**config.mk**
```make
export PLATFORM = sky130hd
export DESIGN_NAME = bolt_slot_arbiter
export DESIGN_NICKNAME = d
export VERILOG_FILES = /design/src/rtl/bolt_pkg.sv /design/src/rtl/first_free_enc.sv /design/src/rtl/bolt_slot_arbiter.sv
export SDC_FILE = /design/constraint.sdc
export NUM_CORES = 1
export LEC_CHECK = 0
export ABC_AREA = 1
export BUFFER_PORTS_ARGS = -buffer_cell sky130_fd_sc_hd__buf_2
export CORE_ASPECT_RATIO = 1.2
export CORE_MARGIN = 2
export CORE_UTILIZATION = 53
export DETAILED_ROUTE_END_ITERATION = 10
export GPL_TIMING_DRIVEN = 0
export PLACE_DENSITY = 0.77
export SLEW_MARGIN = 20
export SYNTH_ARGS = -nofsm -noshare
export SYNTH_HDL_FRONTEND = slang
export SYNTH_SLANG_ARGS = --single-unit
```
**constraint.sdc**
```tcl
create_clock -name clk -period 5.1 [get_ports clk]
set_input_delay 0.51 -clock clk [delete_from_list [all_inputs] [get_ports clk]]
set_output_delay 0.51 -clock clk [all_outputs]
set_load 0.005 [all_outputs]
```
**src/rtl/bolt_pkg.sv**
```systemverilog
// Shared types and width helper for the bolt slot arbiter.
package bolt_pkg;

  typedef enum logic {OWN_PLR = 1'b0, OWN_INV = 1'b1} owner_t;

  typedef enum logic [1:0] {IDLE, ACTIVE, FLUSH} arb_st_t;

  // Bits needed to hold values 0..n-1, never less than one.
  function automatic int idxW(input int n);
    return (n <= 2) ? 1 : $clog2(n);
  endfunction

endpackage

```
**src/rtl/first_free_enc.sv**
```systemverilog
// Lowest-set-bit encoder over the free-slot mask.
module first_free_enc #(
  parameter int N = 8,
  parameter int W = 3
) (
  input  logic [N-1:0] freeMask,
  output logic [W-1:0] idx,
  output logic         anyFree
);

  always_comb begin
    idx     = '0;
    anyFree = |freeMask;
    for (int i = N - 1; i >= 0; i--) begin
      if (freeMask[i]) idx = W'(i);
    end
  end

endmodule

```
**src/rtl/bolt_slot_arbiter.sv**
```systemverilog
// Bolt slot pool: grants slots to player/invaders with quotas, cooldown and
// round-robin tie-break; frees slots on hit/border release pulses.
//
// state  | meaning
// IDLE   | game not running, pool empty, no grants
// ACTIVE | grants and releases processed every cycle
// FLUSH  | one cycle clearing all slots, counts and cooldown
module bolt_slot_arbiter
  import bolt_pkg::*;
#(
  parameter int N_SLOTS  = 8,
  parameter int PLR_MAX  = 2,
  parameter int INV_MAX  = 6,
  parameter int COOL_FRM = 3,
  localparam int SLOT_W  = idxW(N_SLOTS),
  localparam int CNT_W   = idxW(N_SLOTS + 1)
) (
  input  logic               clk,
  input  logic               resetN,
  input  logic               enable,
  input  logic               srtFrm,
  input  logic               plrReq,
  input  logic               invReq,
  input  logic [N_SLOTS-1:0] relSlot,
  output logic               plrGnt,
  output logic               invGnt,
  output logic [SLOT_W-1:0]  gntSlot,
  output logic [N_SLOTS-1:0] slotBusy,
  output logic [N_SLOTS-1:0] slotOwner,
  output logic [CNT_W-1:0]   plrCnt,
  output logic [CNT_W-1:0]   invCnt
);

  localparam int               COOL_W  = idxW(COOL_FRM + 1);
  localparam logic [CNT_W-1:0] PLR_LIM = CNT_W'(PLR_MAX);
  localparam logic [CNT_W-1:0] INV_LIM = CNT_W'(INV_MAX);

  arb_st_t             state;
  owner_t              rrSide;
  logic [COOL_W-1:0]   coolCnt;
  logic [SLOT_W-1:0]   freeIdx;
  logic                anyFree;
  logic [N_SLOTS-1:0]  relEff;
  logic [N_SLOTS-1:0]  gntMask;
  logic [CNT_W-1:0]    plrRel;
  logic [CNT_W-1:0]    invRel;
  logic                plrElig;
  logic                invElig;
  logic                takePlr;
  logic                takeInv;

  // Free slots come from registered busy bits, so a slot released this
  // cycle cannot be handed out until the next one.
  first_free_enc #(.N(N_SLOTS), .W(SLOT_W)) uFirstFree (
    .freeMask (~slotBusy),
    .idx      (freeIdx),
    .anyFree  (anyFree)
  );

  always_comb begin
    relEff = relSlot & slotBusy;
    plrRel = '0;
    invRel = '0;
    for (int k = 0; k < N_SLOTS; k++) begin
      if (relEff[k]) begin
        if (slotOwner[k]) invRel = invRel + CNT_W'(1);
        else              plrRel = plrRel + CNT_W'(1);
      end
    end
    plrElig = (state == ACTIVE) && plrReq && (plrCnt < PLR_LIM) &&
              (coolCnt == '0) && anyFree;
    invElig = (state == ACTIVE) && invReq && (invCnt < INV_LIM) && anyFree;
    takePlr = plrElig && (!invElig || rrSide == OWN_PLR);
    takeInv = invElig && !takePlr;
    gntMask = '0;
    if (takePlr || takeInv) gntMask[freeIdx] = 1'b1;
  end

  always_ff @(posedge clk) begin
    if (!resetN) begin
      state     <= IDLE;
      rrSide    <= OWN_PLR;
      coolCnt   <= '0;
      plrGnt    <= 1'b0;
      invGnt    <= 1'b0;
      gntSlot   <= '0;
      slotBusy  <= '0;
      slotOwner <= '0;
      plrCnt    <= '0;
      invCnt    <= '0;
    end else begin
      case (state)
        IDLE: begin
          plrGnt <= 1'b0;
          invGnt <= 1'b0;
          if (enable) state <= ACTIVE;
        end
        ACTIVE: begin
          plrGnt   <= takePlr;
          invGnt   <= takeInv;
          if (takePlr || takeInv) gntSlot <= freeIdx;
          slotBusy <= (slotBusy & ~relEff) | gntMask;
          if (takeInv) slotOwner <= slotOwner | gntMask;
          else         slotOwner <= slotOwner & ~gntMask;
          plrCnt   <= plrCnt - plrRel + CNT_W'(takePlr);
          invCnt   <= invCnt - invRel + CNT_W'(takeInv);
          if (takePlr)                         coolCnt <= COOL_W'(COOL_FRM);
          else if (srtFrm && coolCnt != '0)    coolCnt <= coolCnt - COOL_W'(1);
          if (takePlr)      rrSide <= OWN_INV;
          else if (takeInv) rrSide <= OWN_PLR;
          if (!enable) state <= FLUSH;
        end
        FLUSH: begin
          plrGnt    <= 1'b0;
          invGnt    <= 1'b0;
          slotBusy  <= '0;
          slotOwner <= '0;
          plrCnt    <= '0;
          invCnt    <= '0;
          coolCnt   <= '0;
          state     <= IDLE;
        end
        default: state <= IDLE;
      endcase
    end
  end

endmodule

```
==> impl_metrics.tcl <==
set metrics [dict create \
    p_int_uw 604 \
    drv_cap 0 \
    post-dp-hpwl_um 6690 \
    fin_area_sq_um 4240 \
    status "completed" \
    r2r_start "slotBusy[0]$_SDFFE_PN0P_" \
    area_growth_syn_to_layout_pct 26.9 \
    yosysMostFrequentCell "nand2_1" \
    rsz0062_at_grt "yes" \
    leakagePower_nw 2.06 \
    cts_buffers 5 \
    required_ps 5320 \
    grt_pass1_wl_um 14800 \
    ys_types 36 \
    drive_gt1_frac 0.300 \
    crit_cells 38 \
    via_count 3674 \
    syn_inst 546 \
    antenna_found_initial 0 \
    netlist_top_cells_count "nand2_1 (160), inv_1 (85), nand3_1 (45)" \
    power.density_nw_per_um2 264 \
    root_buffer "clkbuf_8" \
    cp.arrival_ps 5170 \
    r2r_setup_slack_ps 150 \
    period_share 0.970 \
    grt_use_total 0.256 \
    drt-total-wl_um 9040 \
    drtAntennaViolNets 0 \
    fin_crit_ps 4950 \
    io_buffers 42 \
    start_kind "flip-flop" \
    fmax_mhz 202 \
    slew_viol_final 0 \
    grt_pass1_vias 3509 \
    placed_area_sq_um 3700 \
    clk_path_buf_depth 2 \
    num_rows 31 \
    hp-class "reg -> reg" \
    yosysTopAreaCell "dfxtp_1" \
    die_x_um 76.5 \
    nets 659 \
    cp_max_fo 4 \
    dp.cells 670 \
    htreeDepth 2 \
    clkLatencyLatePin_ps 290 \
    dr.pass1.iters 5 \
    syn_area_sq_um 3340 \
    ioPinCount 43 \
    synth_ff_type "dfxtp_1" \
    die_y_um 90.9 \
    whs_ps 473 \
    whs_endpoint "coolCnt[0]$_SDFFE_PN0P_" \
    ff_latch_area_sq_um 689 \
    final.setup_skew_ps 7.83 \
    end_kind "flip-flop" \
    critPathKind "reg -> reg" \
    p_comb_frac 0.504 \
    synth_top_area_share 0.204 \
    fill_cells 511 \
    drcViolationCount 0 \
    core-area_sq_um 6050 \
    max-vdd-ir-drop_v 0.000357 \
    layout.cells.non_filler 696 \
    setup_tns_ps 0 \
    critical_path.top_delay_family "simple AND/OR/NAND/NOR gates" \
    ctsHoldBuffers 0 \
    crit_path_frequent_cell "ha_4" \
    ys_seq_elements 34 \
    synthArstFlopShare 0 \
    synth.avg_cell_area_sq_um 6.11 \
    ys_top_cells_by_area "dfxtp_1 (20%), nand2_1 (18%), ha_1 (11%), inv_1 (9.6%), nand3_1 (6.7%)" \
    p_switching_uw 514 \
    p_sw_frac 0.460 \
    min_from "coolCnt[0]$_SDFFE_PN0P_" \
    avgRoutedWirePerCell_um 13.0 \
    vias_per_cell 5.28 \
    cts.sinks 34 \
    yosysSeqAreaShare 0.204 \
    ys_warn_count 0 \
    tightest_slew_ps 552 \
    p_clk_frac 0.184 \
    slowest_stage "dfxtp_4" \
    setup_violations 0 \
    pwr-share-seq 0.312 \
    dieArea_sq_um 6950 \
    rr_worst_depth 38 \
    max_stage_delay_ps 390 \
    diodes 0 \
    holdPathStages 2 \
    grt_start_max_net_pins 11 \
    slew_headroom 0.632 \
    tritoncts "yes" \
    gp_congestion 0.969 \
    crit_path_start "slotBusy[0]$_SDFFE_PN0P_" \
    grt-ovfl-total 0 \
    synth_fp_nets 592 \
    drtIter0Drc 174 \
    hold_viol 0 \
    reg2reg_to "plrCnt[3]$_SDFFE_PN0P_" \
    clk_pin_slew_ps 70 \
    multi_input_area_sq_um 2580 \
    synth_edf_count 0 \
    path_buf_inv 6 \
    start_util 0.552 \
]
## how the worst max path moves through the flow
stage | end | slack, ps
floorplan | plrCnt[3]$_SDFFE_PN0P_ | 20
global placement | plrCnt[3]$_SDFFE_PN0P_ | -370
detailed placement | plrCnt[3]$_SDFFE_PN0P_ | -530
CTS | invCnt[3]$_SDFFE_PN0P_ | 20
global route | plrCnt[3]$_SDFFE_PN0P_ | -140
finish | plrCnt[3]$_SDFFE_PN0P_ | 150
## flip-flops by register name, indices dropped and copies added (netlist names)
signal	count
coolCnt	2
invGnt	1
plrGnt	1
invCnt	4
rrSide	1
slotBusy	8
gntSlot	3
slotOwner	8
state	2
plrCnt	4
## cells in the final DEF, fill, tap and decap left out, drive strengths merged
cell / n
buf: 63
a21o: 2
nor3: 5
o21ai: 22
nand3b: 1
and2: 1
nand4: 2
or2: 4
o31ai: 3
inv: 96
nand2: 178
ha: 30
nor2: 38
dfxtp: 34
xor2: 5
o2111ai: 3
mux2: 1
nand3: 54
a21oi: 44
clkinv: 4
clkbuf: 12
a211oi: 2
xnor2: 4
o211ai: 4
fa: 2
## stage by stage
step | setup slack, ps | power [mW] | utilization
after floorplan | 19.3 | 0.695 | -
after global placement | -375 | 0.842 | 0.611
after detailed placement | -530 | 0.856 | 0.611
after CTS | 17.3 | 1.08 | 0.654
after global routing | -137 | 1.21 | 0.700
final | 151 | 1.12 | 0.700
## tightest hold or removal path: stages (launching register included)
cell and delay, ps:
dfxtp_1 310, nand2_1 60, a21oi_1 60
## power groups by stage
stage               registers [mW]  logic, mW  clock network (mW)
floorplan                    0.346      0.349                   0
global placement             0.348      0.494                   0
detailed placement           0.349      0.507                   0
CTS                          0.345      0.527               0.209
global route                 0.354      0.641               0.218
finish                       0.349      0.563               0.206
## per-layer routing
metal,vias to the layer above,share of wire,global-route usage
met5,-,0,0
met4,0,0.033,0.127
met3,28,0.040,0.0249
met2,80,0.52,0.473
met1,1701,0.41,0.290
li1,1865,-,-
## cell families after synthesis
logic type,Yosys count,share of synthesized area
buf+inv,107,0.122
compound gates,80,0.135
fa+ha+maj,32,0.124
simple gates,283,0.388
mux,1,0.00337
flops,34,0.204
xor+xnor,9,0.0236
## timing repair
action                     in CTS  in global routing
setup endpoints to repair       2                  3
gates resized for setup        21                 49
pin swaps                      24                 47
setup buffers                  11                  7
## layout make-up
type | count | area share
Multi-Input combinational cell | 405 | 0.610
Sequential cell | 34 | 0.163
Inverter | 99 | 0.0904
Timing Repair Buffer | 60 | 0.0830
Tap cell | 82 | 0.0242
Clock buffer | 7 | 0.0204
Buffer | 8 | 0.00768
Clock inverter | 1 | 0.00118
No activity file was read; power rests on OpenSTA's default activity.
